<file path="src/rtl/serial_sub_ctrl_if.sv">
// Request/result bundle between a requester and the bit-serial subtractor.
// SERIAL_SUB_FLAGS_EN adds the zero/ovf result flags.
interface serial_sub_ctrl_if #(
  parameter int WIDTH = 8
);
  logic             start;
  logic [WIDTH-1:0] a;
  logic [WIDTH-1:0] b;
  logic             bin;
  logic             busy;
  logic             done;
  logic [WIDTH-1:0] diff;
  logic             bout;
`ifdef SERIAL_SUB_FLAGS_EN
  logic             zero;
  logic             ovf;

  modport master (output start, a, b, bin,
                  input  busy, done, diff, bout, zero, ovf);
  modport slave  (input  start, a, b, bin,
                  output busy, done, diff, bout, zero, ovf);
`else
  modport master (output start, a, b, bin,
                  input  busy, done, diff, bout);
  modport slave  (input  start, a, b, bin,
                  output busy, done, diff, bout);
`endif
endinterface

</file>
<file path="src/rtl/serial_sub_ctrl.sv">
// Bit-serial WIDTH-bit subtractor: one full-subtractor cell stepped LSB first.
// Optional macro SERIAL_SUB_FLAGS_EN adds registered zero/ovf result flags.
module serial_sub_ctrl #(
  parameter int WIDTH = 8
) (
  input  logic              clk,
  input  logic              rst_n,
  serial_sub_ctrl_if.slave  bus
);
  localparam int CNT_W = $clog2(WIDTH + 1);
  localparam logic [CNT_W-1:0] LAST = CNT_W'(WIDTH - 1);

  typedef enum logic [1:0] {IDLE = 2'd0, RUN = 2'd1, DONE = 2'd2} state_t;

  state_t           state, state_nxt;
  logic [WIDTH-1:0] sa, sb, pd, pd_nxt, diff_q;
  logic             brw, bout_q;
  logic [CNT_W-1:0] cnt;
  logic [1:0]       hs0, hs1;
  logic             cell_d, cell_b, accept, last;
`ifdef SERIAL_SUB_FLAGS_EN
  logic             a_msb, b_msb, zero_q, ovf_q;
`endif

  // Half subtractor returns {borrow, difference}.
  function automatic logic [1:0] half_sub(input logic x, input logic y);
    return {~x & y, x ^ y};
  endfunction

  always_comb begin
    hs0    = half_sub(sa[0], sb[0]);
    hs1    = half_sub(hs0[0], brw);
    cell_d = hs1[0];
    cell_b = hs0[1] | hs1[1];
    pd_nxt = pd >> 1;
    pd_nxt[WIDTH-1] = cell_d;
  end

  assign accept = bus.start && ((state == IDLE) || (state == DONE));
  assign last   = (state == RUN) && (cnt == LAST);

  always_comb begin
    state_nxt = state;
    case (state)
      IDLE:    if (bus.start) state_nxt = RUN;
      RUN:     if (last)      state_nxt = DONE;
      DONE:    state_nxt = bus.start ? RUN : IDLE;
      default: state_nxt = IDLE;
    endcase
  end

  always_ff @(posedge clk or negedge rst_n) begin
    if (!rst_n) state <= IDLE;
    else        state <= state_nxt;
  end

  // Operand shift registers, borrow FF, partial result and result registers.
  always_ff @(posedge clk or negedge rst_n) begin
    if (!rst_n) begin
      sa     <= '0;
      sb     <= '0;
      pd     <= '0;
      brw    <= 1'b0;
      cnt    <= '0;
      diff_q <= '0;
      bout_q <= 1'b0;
    end else if (accept) begin
      sa  <= bus.a;
      sb  <= bus.b;
      brw <= bus.bin;
      cnt <= '0;
    end else if (state == RUN) begin
      sa  <= sa >> 1;
      sb  <= sb >> 1;
      brw <= cell_b;
      pd  <= pd_nxt;
      cnt <= cnt + 1'b1;
      if (last) begin
        diff_q <= pd_nxt;
        bout_q <= cell_b;
      end
    end
  end

`ifdef SERIAL_SUB_FLAGS_EN
  // Operand sign bits are kept since sa/sb are consumed by the shift.
  always_ff @(posedge clk or negedge rst_n) begin
    if (!rst_n) begin
      a_msb  <= 1'b0;
      b_msb  <= 1'b0;
      zero_q <= 1'b0;
      ovf_q  <= 1'b0;
    end else if (accept) begin
      a_msb <= bus.a[WIDTH-1];
      b_msb <= bus.b[WIDTH-1];
    end else if (last) begin
      zero_q <= (pd_nxt == '0);
      ovf_q  <= (a_msb != b_msb) && (pd_nxt[WIDTH-1] != a_msb);
    end
  end

  assign bus.zero = zero_q;
  assign bus.ovf  = ovf_q;
`endif

  assign bus.busy = (state == RUN);
  assign bus.done = (state == DONE);
  assign bus.diff = diff_q;
  assign bus.bout = bout_q;
endmodule
</file>
<file path="src/flat_wrapper.sv">
// flat-port wrapper written by rule: the top's interface ports become plain ports
module serial_sub_ctrl_flat 
#(
  parameter int WIDTH = 8
)
  (clk, rst_n, bus_start, bus_a, bus_b, bus_bin, bus_busy, bus_done, bus_diff, bus_bout);
  serial_sub_ctrl_if #(.WIDTH(WIDTH)) bus_i ();
  input  logic clk;
  input  logic rst_n;
  input wire logic [$bits(bus_i.start)-1:0] bus_start;
  input wire logic [$bits(bus_i.a)-1:0] bus_a;
  input wire logic [$bits(bus_i.b)-1:0] bus_b;
  input wire logic [$bits(bus_i.bin)-1:0] bus_bin;
  output wire logic [$bits(bus_i.busy)-1:0] bus_busy;
  output wire logic [$bits(bus_i.done)-1:0] bus_done;
  output wire logic [$bits(bus_i.diff)-1:0] bus_diff;
  output wire logic [$bits(bus_i.bout)-1:0] bus_bout;
  assign bus_i.start = bus_start;
  assign bus_i.a = bus_a;
  assign bus_i.b = bus_b;
  assign bus_i.bin = bus_bin;
  assign bus_busy = bus_i.busy;
  assign bus_done = bus_i.done;
  assign bus_diff = bus_i.diff;
  assign bus_bout = bus_i.bout;
  serial_sub_ctrl #(.WIDTH(WIDTH)) u_core (.clk(clk), .rst_n(rst_n), .bus(bus_i));
endmodule
</file>
<file path="config.mk">
export PLATFORM = sky130hd
export DESIGN_NAME = serial_sub_ctrl_flat
export DESIGN_NICKNAME = d
export VERILOG_FILES = /design/src/rtl/serial_sub_ctrl_if.sv /design/src/rtl/serial_sub_ctrl.sv /design/src/flat_wrapper.sv
export SDC_FILE = /design/constraint.sdc
export NUM_CORES = 1
export LEC_CHECK = 0
export CAP_MARGIN = 20
export CORE_UTILIZATION = 65
export DETAILED_ROUTE_END_ITERATION = 8
export DONT_BUFFER_PORTS = 1
export PLACE_DENSITY = 0.79
export SYNTH_ARGS = -nofsm -noshare
export SYNTH_HDL_FRONTEND = slang
export SYNTH_SLANG_ARGS = --single-unit
</file>
<file path="constraint.sdc">
create_clock -name clk -period 2.8 [get_ports clk]
set_input_delay 0.56 -clock clk [delete_from_list [all_inputs] [get_ports clk]]
set_output_delay 0.56 -clock clk [all_outputs]
set_load 0.05 [all_outputs]
</file>
==> flow_summary.yaml <==
floorplanning:
  fp-row-count: 17
  die_y_um: 52.3
  io_pins: 31
  dieArea_sq_um: 2730
  start_util_pct: 71.5
  die_x_um: 52.3
  core_sq_um: 2300
synthesis:
  synth_edf_count: 0
  syn-num-nets: 182
  synth_cells: 160
  yosys-top-cells-area: "dfrtp_1 59%, nand2_1 11%, mux2_2 5.5%"
  ys_ff_latch: 39
  postSynthAreaPerCell_sq_um: 10.3
  ys.flop_type: "dfrtp_1"
  yosys_warnings: 0
  yosysSeqAreaShare_pct: 59.5
  syn_area_sq_um: 1640
  async_flop_share_pct: 100
  synthDistinctLibCells: 28
  synth_top_area_share_pct: 59.5
  synth_top_area_cell: "dfrtp_1"
sta:
  finalSetupViolCount: 0
  rsz0062_at_grt: "no"
  tightest_slew_ns: 0.981
  tns_ns: 0
  min_period_over_period_pct: 85.8
  fmax_mhz: 416
  fin_crit_ns: 2.40
  slew_headroom_pct: 34.6
  clock_skew_ns: 0.0104
  hold_viol: 0
  finalMaxSlewViolations: 0
setup_path:
  criticalPathCategory: "register to primary output"
  worstPathMaxFanout: 15
  start_kind: "register"
  arrival_ns: 1.84
  rrSetupSlack_ns: 0.84
  required_ns: 2.24
  critPathCaptureType: "primary output"
clock_network:
  cts_made_buffers: 5
  cts.sinks: 39
  clkSlewWorstSetupHoldPaths_ns: 0.10
  htreeDepth: 2
  cts.path.max_buffers: 2
  tritoncts: "yes"
  clk_latency_ns: 0.33
  cts_setup_buffers: 0
  cts_root_buf: "clkbuf_4"
pwr:
  pwr-share-comb_pct: 33.8
  swShare_pct: 44.0
  seqPwrFrac_pct: 54.6
  power.density_nw_per_um2: 1270
  clkPwrFrac_pct: 11.5
  total_power_mw: 2.17
  p_switching_uw: 956
  internal_power_mw: 1.22
  power_leakage_nw: 0.819
  vdd_drop_max_v: 0.000941
detailed_routing:
  viasPerCell: 6.10
  route.vias.total: 1140
  first_pass_iters: 4
  drc: 0
  routed_wl_mm: 2.90
  drtIter0Drc: 28
  ant_nets: 0
  wire_per_inst_um: 15.5
run_status:
  status: "completed"
global_route:
  grt_pass1_wl_mm: 4.90
  grt_start_max_net_pins: 40
  grtUsageTotal_pct: 25.6
  grt_pass1_vias: 1140
  antenna_found_initial: 0
  grt.overflow.total: 0
finish:
  antenna_cells: 0
  fin_cells: 187
  drive_above_1_share_pct: 10.7
  area_growth_pct: 4.57
  final_nets: 182
placed_design:
  hpwlAfterDp_mm: 1.98
  placedCellCount: 180
  io_buffer_count: 0
  gp_congestion: 0.758
worst_hold_path:
  hp-class: "input pin to async pin"
flow_run:
  drv_cap: 0
## power by group through the flow
| stage | Sequential [mW] | Clock [mW] | Combinational [mW] |
|---|---|---|---|
| finish | 1.19 | 0.250 | 0.735 |
| global route | 1.22 | 0.273 | 0.848 |
| CTS | 1.19 | 0.252 | 0.740 |
| detailed placement | 1.20 | 0 | 0.725 |
| global placement | 1.19 | 0 | 0.693 |
| floorplan | 1.15 | 0 | 0.600 |
## worst max-delay path, cell delays in order (launching register included)
cell      delay, ns
dfrtp_1        0.41
nand2b_1       0.37
inv_1          0.49
buf_12         0.24
## metal layers
| metal | GRT usage (%) | share of wire [%] |
|---|---|---|
| met4 | 11.4 | 1.8 |
| met5 | 0 | 0 |
| met1 | 32.6 | 44 |
| met2 | 39.7 | 48 |
| met3 | 8.41 | 6.3 |
## cells in the final DEF (no fill, tap or decap), drive strengths merged
cell type / synthesis / final
nand2: 48 / 48
dfrtp: 39 / 39
nor2: 14 / 14
a31oi: 10 / 10
mux2: 8 / 8
clkbuf: 5 / 6
inv: 4 / 4
nand3: 3 / 3
nor3: 3 / 3
buf: 5 / 3
nand2b: 2 / 2
and2b: 2 / 2
o21ai: 2 / 2
a22o: 2 / 2
a22oi: 2 / 2
mux2i: 2 / 2
a21oi: 1 / 1
nand3b: 1 / 1
xor2: 1 / 1
a221o: 1 / 1
a221oi: 1 / 1
nand4: 1 / 1
o22ai: 1 / 1
fa: 1 / 1
ha: 1 / 1
## synth_stat cells (all sizes together) (2+ instances only)
| cell | number |
|---|---|
| a22o | 2 |
| a22oi | 2 |
| a31oi | 10 |
| and2b | 2 |
| buf | 5 |
| clkbuf | 5 |
| dfrtp | 39 |
| inv | 4 |
| mux2 | 8 |
| mux2i | 2 |
| nand2 | 48 |
| nand2b | 2 |
| nand3 | 3 |
| nor2 | 14 |
| nor3 | 3 |
| o21ai | 2 |
## final cells by class
cell class              count  area (sq um)
inverters                   4          15.0
repair buffers              3          47.5
multi-input cells         107           602
fillers                   167           581
clock buffers               6          41.3
well taps                  28          35.0
flip-flops and latches     39           976
## cells by family (layout without fill, tap and decap cells)
| logic type | count (synthesis) | in the layout | share of synthesized area (%) |
|---|---|---|---|
| compound gates | 20 | 20 | 8.23 |
| xor+xnor | 1 | 1 | 0.534 |
| fa+ha+maj | 2 | 2 | 1.98 |
| buf+inv | 14 | 13 | 3.89 |
| flops | 39 | 39 | 59.5 |
| mux | 10 | 10 | 6.71 |
| simple gates | 74 | 74 | 19.2 |
## what timing repair did
action                    CTS  global route
hold buffers                1             0
gates resized for setup     0             0
hold endpoints to repair   39             0
## state kept, by name, summed over array words and instances, names as in the netlist
name	cells
u_core.brw	1
u_core.state	2
u_core.sa	8
u_core.pd	7
u_core.bus.diff	8
u_core.cnt	4
u_core.sb	8
u_core.bus.bout	1
## through the flow
step / area, sq um / hold slack [ns] / setup WS [ns] / util, %
floorplan: 1640 / 0.264 / 1.06 / -
global placement: 1660 / 0.265 / 0.850 / 72.1
detailed placement: 1660 / 0.265 / 0.768 / 72.1
CTS: 1720 / 0.0566 / 0.391 / 74.7
global route: 1720 / 0.0497 / 0.247 / 74.7
finish: 1720 / 0.0502 / 0.397 / 74.7
## path summary, 6_finish.rpt
path	start	cells after the start	end
hold reg to reg	u_core.pd[4]	2	u_core.pd[3]
setup / recovery	u_core.state[1]	3	bus_busy
max in group asynchronous	rst_n	1	u_core.pd[4]
min in group clk	bus_a[7]	2	u_core.sa[7]
hold / removal	rst_n	1	u_core.cnt[2]
setup reg to reg	u_core.state[1]	5	u_core.brw
Power figures use the tool's default switching activity.
